**src/rtl/fb_pkg.sv**
```systemverilog
// Shared frame buffer geometry, pixel/address types and the clear FSM state encoding.
package fb_pkg;

    localparam int FB_WIDTH  = 320;
    localparam int FB_HEIGHT = 240;
    localparam int FB_DEPTH  = FB_WIDTH * FB_HEIGHT;
    localparam int FB_ADDR_W = 17;
    localparam int FB_DATA_W = 8;

    typedef logic [FB_ADDR_W-1:0] fb_addr_t;
    typedef logic [FB_DATA_W-1:0] fb_pixel_t;

    typedef enum logic {
        IDLE  = 1'b0,
        CLEAR = 1'b1
    } clr_state_t;

endpackage

```
**src/rtl/fb_clear_engine.sv**
```systemverilog
// Clear sweep FSM: walks the pointer over every frame buffer address, advancing only on granted cycles.
module fb_clear_engine
    import fb_pkg::*;
#(
    parameter int DEPTH  = FB_DEPTH,
    parameter int ADDR_W = FB_ADDR_W
) (
    input  logic              clk,
    input  logic              rst_n,
    input  logic              start,
    input  logic              grant,
    output logic              req,
    output logic [ADDR_W-1:0] ptr,
    output logic              busy,
    output logic              done
);

    localparam logic [ADDR_W:0] LAST = (ADDR_W+1)'(DEPTH - 1);

    clr_state_t        state_q, state_d;
    logic [ADDR_W-1:0] ptr_q, ptr_d;

    always_ff @(posedge clk or negedge rst_n) begin
        if (!rst_n) begin
            state_q <= IDLE;
            ptr_q   <= '0;
        end else begin
            state_q <= state_d;
            ptr_q   <= ptr_d;
        end
    end

    always_comb begin
        state_d = state_q;
        ptr_d   = ptr_q;
        done    = 1'b0;
        case (state_q)
            IDLE: begin
                if (start) begin
                    state_d = CLEAR;
                    ptr_d   = '0;
                end
            end
            CLEAR: begin
                // start is deliberately not looked at here: a sweep is never restarted mid-way
                if (grant) begin
                    if ({1'b0, ptr_q} == LAST) begin
                        done    = 1'b1;
                        state_d = IDLE;
                        ptr_d   = '0;
                    end else begin
                        ptr_d = ptr_q + ADDR_W'(1);
                    end
                end
            end
            default: begin
                state_d = IDLE;
                ptr_d   = '0;
            end
        endcase
    end

    assign req  = (state_q == CLEAR);
    assign busy = (state_q == CLEAR);
    assign ptr  = ptr_q;

endmodule

```
**src/rtl/fb_write_arbiter.sv**
```systemverilog
// Frame buffer port A owner: pixel stream has absolute priority, clear engine fills idle slots, frames are tracked.
// Optional statistics counters are enabled with the FB_ARB_STATS_EN macro.
module fb_write_arbiter
    import fb_pkg::*;
#(
    parameter int                 DEPTH     = FB_DEPTH,
    parameter int                 ADDR_W    = FB_ADDR_W,
    parameter int                 DATA_W    = FB_DATA_W,
    parameter logic [DATA_W-1:0]  CLEAR_VAL = '0
) (
    input  logic              clk,
    input  logic              rst_n,
    input  logic              px_valid,
    input  logic [ADDR_W-1:0] px_addr,
    input  logic [DATA_W-1:0] px_data,
    input  logic              clr_req,
    output logic              fb_we,
    output logic [ADDR_W-1:0] fb_addr,
    output logic [DATA_W-1:0] fb_din,
    output logic              clr_busy,
    output logic              clr_done,
    output logic              frame_done,
    output logic              frame_full,
    output logic              addr_err
`ifdef FB_ARB_STATS_EN
    ,
    output logic [15:0]       stat_frames,
    output logic [15:0]       stat_drops
`endif
);

    // ADDR_W+1 bits so that DEPTH == 2**ADDR_W still compares correctly
    localparam logic [ADDR_W:0] DEPTH_W = (ADDR_W+1)'(DEPTH);
    localparam logic [ADDR_W:0] LAST_W  = (ADDR_W+1)'(DEPTH - 1);

    logic              eng_req, eng_busy, eng_done, grant;
    logic [ADDR_W-1:0] eng_ptr;

    logic              px_ok, px_bad, px_last;
    logic [ADDR_W:0]   cnt_inc;

    logic              we_q, we_d;
    logic [ADDR_W-1:0] addr_q, addr_d;
    logic [DATA_W-1:0] din_q, din_d;
    logic              cdone_q, cdone_d;
    logic              fdone_q, fdone_d;
    logic              ffull_q, ffull_d;
    logic              aerr_q, aerr_d;
    logic [ADDR_W-1:0] pix_cnt_q, pix_cnt_d;

    fb_clear_engine #(
        .DEPTH  (DEPTH),
        .ADDR_W (ADDR_W)
    ) u_clear (
        .clk   (clk),
        .rst_n (rst_n),
        .start (clr_req),
        .grant (grant),
        .req   (eng_req),
        .ptr   (eng_ptr),
        .busy  (eng_busy),
        .done  (eng_done)
    );

    assign px_ok   = px_valid & ({1'b0, px_addr} < DEPTH_W);
    assign px_bad  = px_valid & ~px_ok;
    assign px_last = px_ok & ({1'b0, px_addr} == LAST_W);
    // a dropped out-of-range pixel leaves the slot free for the sweep
    assign grant   = eng_req & ~px_ok;
    assign cnt_inc = {1'b0, pix_cnt_q} + (ADDR_W+1)'(1);

    always_comb begin
        we_d      = px_ok | grant;
        addr_d    = addr_q;
        din_d     = din_q;
        cdone_d   = eng_done;
        aerr_d    = px_bad;
        fdone_d   = px_last;
        ffull_d   = px_last & (cnt_inc == DEPTH_W);
        pix_cnt_d = pix_cnt_q;
        if (px_ok) begin
            addr_d = px_addr;
            din_d  = px_data;
        end else if (grant) begin
            addr_d = eng_ptr;
            din_d  = CLEAR_VAL;
        end
        if (px_last) begin
            pix_cnt_d = '0;
        end else if (px_ok && (cnt_inc <= DEPTH_W) && !cnt_inc[ADDR_W]) begin
            pix_cnt_d = cnt_inc[ADDR_W-1:0];
        end
    end

    always_ff @(posedge clk or negedge rst_n) begin
        if (!rst_n) begin
            we_q      <= 1'b0;
            addr_q    <= '0;
            din_q     <= '0;
            cdone_q   <= 1'b0;
            fdone_q   <= 1'b0;
            ffull_q   <= 1'b0;
            aerr_q    <= 1'b0;
            pix_cnt_q <= '0;
        end else begin
            we_q      <= we_d;
            addr_q    <= addr_d;
            din_q     <= din_d;
            cdone_q   <= cdone_d;
            fdone_q   <= fdone_d;
            ffull_q   <= ffull_d;
            aerr_q    <= aerr_d;
            pix_cnt_q <= pix_cnt_d;
        end
    end

    assign fb_we      = we_q;
    assign fb_addr    = addr_q;
    assign fb_din     = din_q;
    assign clr_busy   = eng_busy;
    assign clr_done   = cdone_q;
    assign frame_done = fdone_q;
    assign frame_full = ffull_q;
    assign addr_err   = aerr_q;

`ifdef FB_ARB_STATS_EN
    logic [15:0] frames_q, frames_d;
    logic [15:0] drops_q, drops_d;

    always_comb begin
        frames_d = frames_q;
        drops_d  = drops_q;
        if (fdone_d && ffull_d && (frames_q != 16'hFFFF)) begin
            frames_d = frames_q + 16'd1;
        end
        // an out-of-range drop and a frame end cannot coincide: both need the single px slot
        if ((aerr_d || (fdone_d && !ffull_d)) && (drops_q != 16'hFFFF)) begin
            drops_d = drops_q + 16'd1;
        end
    end

    always_ff @(posedge clk or negedge rst_n) begin
        if (!rst_n) begin
            frames_q <= '0;
            drops_q  <= '0;
        end else begin
            frames_q <= frames_d;
            drops_q  <= drops_d;
        end
    end

    assign stat_frames = frames_q;
    assign stat_drops  = drops_q;
`endif

endmodule

```
**config.mk**
```make
export PLATFORM = sky130hd
export DESIGN_NAME = fb_write_arbiter
export DESIGN_NICKNAME = d
export VERILOG_FILES = /design/src/rtl/fb_pkg.sv /design/src/rtl/fb_clear_engine.sv /design/src/rtl/fb_write_arbiter.sv
export SDC_FILE = /design/constraint.sdc
export NUM_CORES = 1
export LEC_CHECK = 0
export CORE_AREA = 2 2 85 87
export CTS_BUF_LIST = sky130_fd_sc_hd__clkbuf_2 sky130_fd_sc_hd__clkbuf_4 sky130_fd_sc_hd__clkbuf_8
export DETAILED_ROUTE_END_ITERATION = 8
export DIE_AREA = 0 0 87 89
export PLACE_DENSITY = 0.8
export SKIP_LAST_GASP = 1
export SYNTH_ARGS = -nofsm -noshare
export SYNTH_HDL_FRONTEND = slang
export SYNTH_HIERARCHICAL = 1
export SYNTH_SLANG_ARGS = --single-unit
```
**constraint.sdc**
```tcl
create_clock -name clk -period 3.3 [get_ports clk]
set_input_delay 0.66 -clock clk [delete_from_list [all_inputs] [get_ports clk]]
set_output_delay 0.66 -clock clk [all_outputs]
set_load 0.01 [all_outputs]
```
# == Word-level counts from Yosys, hierarchy flattened ==
# Index checks and enable logic that the tools add are counted.
# classes
add_sub_neg,2
n_lt_le_gt_ge,2
n_eq_ne,5
n_mux,17
bitwise_logic,8
n_reduce_logical,6
# ops
cell,n
2-to-1 mux 17 bit,7
== test 17 bit (second input constant),2
case mux 17 bit (2 select lines),1
adder 17 x 1 -> 18 bit (second input constant),1
== test 18 x 17 -> 1 bit (second input constant),1
<= comparator 18 x 17 -> 1 bit (second input constant),1
adder 17 x 1 -> 17 bit (second input constant),1
< comparator 17 bit (second input constant),1
2-to-1 mux 8 bit,2
2-to-1 mux 1 bit,6
bitwise AND 1 bit,5
inequality test 2 bit (second input constant),2
nonzero test 2 bit,2
logical AND 1 bit,2
NOT 1 bit,2
case mux 1 bit (2 select lines),1
AND reduction 2 bit,1
logical NOT 1 bit,1
bitwise OR 1 bit,1
# totals
regBits,65
wordCells,50

# == Depth between registers and ports, before layout ==
# logic_depth
word_depth,6
depth_mapped,11
mapped_depth_nobuf,9

# == Modules after synthesis ==
# The synthesis kept the hierarchy.
# modules_own_cells
module,instances,cells_per_inst,area_per_inst_um2
fb_write_arbiter,1,290,2605.0
fb_clear_engine,1,112,1033.5

# == Worst setup path before layout ==
# No wires, ideal clock.
# synth_path
kind,input -> register
start,input port px_addr[15]
end,"register u_clear.ptr_q[11], in the netlist u_clear/ptr[11]"
setup_ns,0.079
t_arrival_ns,2.522
required_ns,3.221
path_slack_ns,0.698
stages,11
cell_sequence,nor2_1 -> o21ai_0 -> a21oi_1 -> clkbuf_1 -> nor2b_1 -> and2_1 -> clkbuf_1 -> a21oi_1 -> buf_2 -> a21oi_1 -> mux2i_1
# synth_between
elab_chain_len,6
# synth_lines
element,line,text
from (decl),fb_write_arbiter.sv:14,"input logic [ADDR_W-1:0] px_addr,"
< comparator 17 bit,fb_write_arbiter.sv:65,"assign px_ok = px_valid & ({1'b0, px_addr} < DEPTH_W);"
bitwise AND 1 bit,fb_write_arbiter.sv:65,
NOT 1 bit,fb_write_arbiter.sv:69,assign grant = eng_req & ~px_ok;
bitwise AND 1 bit,fb_write_arbiter.sv:69,
via grant,fb_write_arbiter.sv:36,"logic eng_req, eng_busy, eng_done, grant;"
inequality test 2 bit (no source line),-,
AND reduction 2 bit (no source line),-,
to (signal assigned),fb_clear_engine.sv:29,ptr_q <= ptr_d;
to (decl),fb_clear_engine.sv:21,"logic [ADDR_W-1:0] ptr_q, ptr_d;"
# The timed path passes the listed nets, and every way through them passes these cells.
# A chain may end at the register's enable or synchronous reset.

# == Final worst setup path ==
# layout_path
start,register pix_cnt_q[0]
end,register pix_cnt_q[14]
# layout_between
elab_chain_len,5
word_cells_on_any_way,8
classes_between,add/sub: 1; order compare: 1; mux: 2; reduce/logical: 4
# layout_lines
element,line,text
from (decl),fb_write_arbiter.sv:49,"logic [ADDR_W-1:0] pix_cnt_q, pix_cnt_d;"
from (signal assigned),fb_write_arbiter.sv:113,pix_cnt_q <= pix_cnt_d;
adder 17 x 1 -> 18 bit *,fb_write_arbiter.sv:70,"assign cnt_inc = {1'b0, pix_cnt_q} + (ADDR_W+1)'(1);"
<= comparator 18 x 17 -> 1 bit,fb_write_arbiter.sv:90,end else if (px_ok && (cnt_inc <= DEPTH_W) && !cnt_inc[ADDR_W]) begin
logical AND 1 bit (2 in series),fb_write_arbiter.sv:90,
nonzero test 2 bit (no source line),-,
# Mark *: on every way between the ends. The rest lies on a longest branch, timed or not. The select of a mux whose other input is x is not followed.

==> impl_metrics.toml <==
[logic_synthesis]
synth_nets = 433
synth.distinct_cells = 52
syn-mean-instance-area_sq_um = 9.05
synth-seq-area-share_pct = 44.7
ys.flop_type = "dfrtp_1"
synth_area_leaders = "dfrtp_1 (45%), mux2i_1 (6.6%), o21ai_0 (6.3%)"
yosys.area.top_type = "dfrtp_1"
synthCells = 402
synth_common_cells = "dfrtp_1 (65), nand2_1 (47), o21ai_0 (46), nor2_1 (35)"
synth-edff-count = 0
yosys_warnings = 6
ys_ff_latch = 65
async_flop_share_pct = 100
synth_top_area_share_pct = 44.7
syn_area_sq_um = 3640
synth.most_common_cell = "dfrtp_1"

[layout]
syn_to_final_growth_pct = 24.4
final_area_sq_um = 4530
instances_no_fill = 543
fin_nets = 490
layout.area.seq_sq_um = 1630
drive_above_1_share_pct = 8.86
final_core_util_pct = 67.4
multi_input_area_sq_um = 1890
antenna_cells = 0
nFillCells = 540

[pwr]
p_leak_nw = 2.00
power_density_nw_per_um2 = 478
peakVddDrop_v = 0.000346

[clock_tree]
cts_made_buffers = 9
cts_resized = 0
clockBufferDepth = 2
cts_max_level = 3
insertion_delay_ns = 0.35
cts_tree = "built"
cts_root_buf = "clkbuf_8"
path_clk_slew_ns = 0.07
cts.sinks = 65
hold_buffers = 0
post_cts_buffers = 0

[grt]
overflow = 0
grt_max_degree = 51
first_global_vias = 3128
grt.total_usage_pct = 25.5
antenna_found_initial = 0
grt_first_pass_wirelength_um = 15200

[timing]
fmax_mhz = 339
layout_min_cycle_time_ns = 2.95
skew_ns = 0.00729
worst_pin_slew_ns = 1.06
finalCritPeriodShare_pct = 89.3
rsz0062_at_grt = "false"
fin_ws_ns = 0.352
maxSlewHeadroom_pct = 29.5
report.final.slew_viol_count = 0
fin_tns_setup_ns = 0
hold_viol = 0
setup_violations = 0

[place]
place_inst = 528
place.port_buffers = 59
hpwlAfterDp_um = 6420
placed_area_sq_um = 4310
globalplace.congestion = 0.910
dp_slack_ns = 0.353

[floorplan]
die-width_um = 87
initial_core_util_pct = 54.2
core-area_sq_um = 6720
ios = 60
die_height_um = 89
rows = 30
die_area_sq_um = 7740

[outcome]
status = "complete, no violations"

[detailed_routing]
vias = 3236
drtPass1Iterations = 4
post_drt_wl_per_cell_um = 16.6
via_per_inst = 5.96
wl_um = 9020
drc = 0
ant_nets = 0
drt_iter0_markers = 292

[critical_path]
crit_end = "pix_cnt_q[14]$_DFFE_PN0P_"
startpoint = "pix_cnt_q[0]$_DFFE_PN0P_"
ff2ff_setup_slack_ns = 0.35
rr_startpoint = "pix_cnt_q[0]$_DFFE_PN0P_"
start_kind = "register"
crit_path_end_kind = "register"
criticalPathCategory = "reg -> reg"
arrival_ns = 3.23
worstPathRequired_ns = 3.58
r2r_end = "pix_cnt_q[14]$_DFFE_PN0P_"
r2r_cells = 9
worst-path-max-fanout = 13

[run]
cap_violations = 0

[worst_hold_path]
hold_path_class = "in -> async"
## kinds of logic (layout without fill, tap and decap cells)
kind of cell,count (synthesis),in the layout,share of synthesized area (%)
AND/OR/NAND/NOR,179,179,26.6
AO/OA/AOI/OAI,85,85,13.8
flip-flops,65,65,44.7
buffers and inverters,31,92,3.75
multiplexers,25,25,6.91
XOR/XNOR,15,15,3.61
adder cells (fa/ha/maj),2,2,0.688
## final cells by class
type / count / area share (%)
Inverter: 7 / 0.581
Clock buffer: 12 / 3.37
Sequential cell: 65 / 35.9
Clock inverter: 3 / 1.44
Tap cell: 80 / 2.21
Multi-Input combinational cell: 306 / 41.7
Timing Repair Buffer: 70 / 14.8
## routing by layer
metal  part of all wire, %  global-route usage [%]
met1                    44                    32.8
met2                    48                    41.7
met3                   5.3                    5.08
met4                   2.4                    11.9
met5                     0                       0
## how the worst min path moves through the flow
stage	depth (start not counted)	endpoint	startpoint	slack [ns]
after floorplan	0	addr_err$_DFF_PN0_	rst_n	0.36
after global placement	1	u_clear/ptr[16]$_DFFE_PN0P_	u_clear/ptr[16]$_DFFE_PN0P_	0.49
after detailed placement	1	u_clear/ptr[16]$_DFFE_PN0P_	u_clear/ptr[16]$_DFFE_PN0P_	0.51
after CTS	1	u_clear/ptr[16]$_DFFE_PN0P_	u_clear/ptr[16]$_DFFE_PN0P_	0.52
after global routing	1	u_clear/ptr[16]$_DFFE_PN0P_	u_clear/ptr[16]$_DFFE_PN0P_	0.54
final	1	pix_cnt_q[7]$_DFFE_PN0P_	rst_n	0.49
## state kept, by name (all words and copies together), names as in the netlist
register,count
u_clear/ptr,17
fb_din,8
pix_cnt_q,17
addr_err,1
fb_addr,17
frame_done,1
fb_we,1
clr_done,1
frame_full,1
u_clear/busy,1
## layout by cell type, fill, tap and decap left out, types with 4 or more instances in the layout
| cell type | synthesis | final |
|---|---|---|
| nand2b_1 | 9 | 9 |
| clkbuf_8 | 0 | 10 |
| clkdlybuf4s50_1 | 0 | 58 |
| or3_1 | 4 | 4 |
| o21ai_0 | 46 | 46 |
| dfrtp_1 | 65 | 65 |
| inv_1 | 7 | 7 |
| nor2_1 | 35 | 35 |
| a211oi_1 | 5 | 5 |
| buf_4 | 2 | 11 |
| and4_1 | 6 | 6 |
| nand3_1 | 24 | 24 |
| mux2i_1 | 24 | 24 |
| xor2_1 | 12 | 12 |
| nand4_1 | 17 | 17 |
| nand2_1 | 47 | 47 |
| a21oi_1 | 17 | 16 |
| and3_1 | 6 | 6 |
| and2_1 | 6 | 6 |
| nor3_1 | 4 | 4 |
## per-stage QoR
step / hold slack, ns / total power, mW
finish: 0.494 / 2.16
global placement: 0.493 / 1.39
detailed placement: 0.511 / 1.41
global route: 0.543 / 2.26
floorplan: 0.364 / 1.23
CTS: 0.520 / 2.17
## power by group
| group | internal, mW | total, mW | switching (mW) |
|---|---|---|---|
| combinational | 0.188 | 0.399 | 0.211 |
| sequential | 0.880 | 1.00 | 0.123 |
| clock | 0.458 | 0.760 | 0.302 |
## worst max-delay path, cell delays in order (launching register included)
cell and delay (ns):
dfrtp_1 0.48, ha_1 0.32, and4_1 0.27, and4_1 0.22, a211oi_1 0.21, o21ai_0 0.13, nand4_1 0.47, nand2_2 0.19
or4_1 0.45, a21oi_1 0.15
Power figures use the tool's default switching activity.
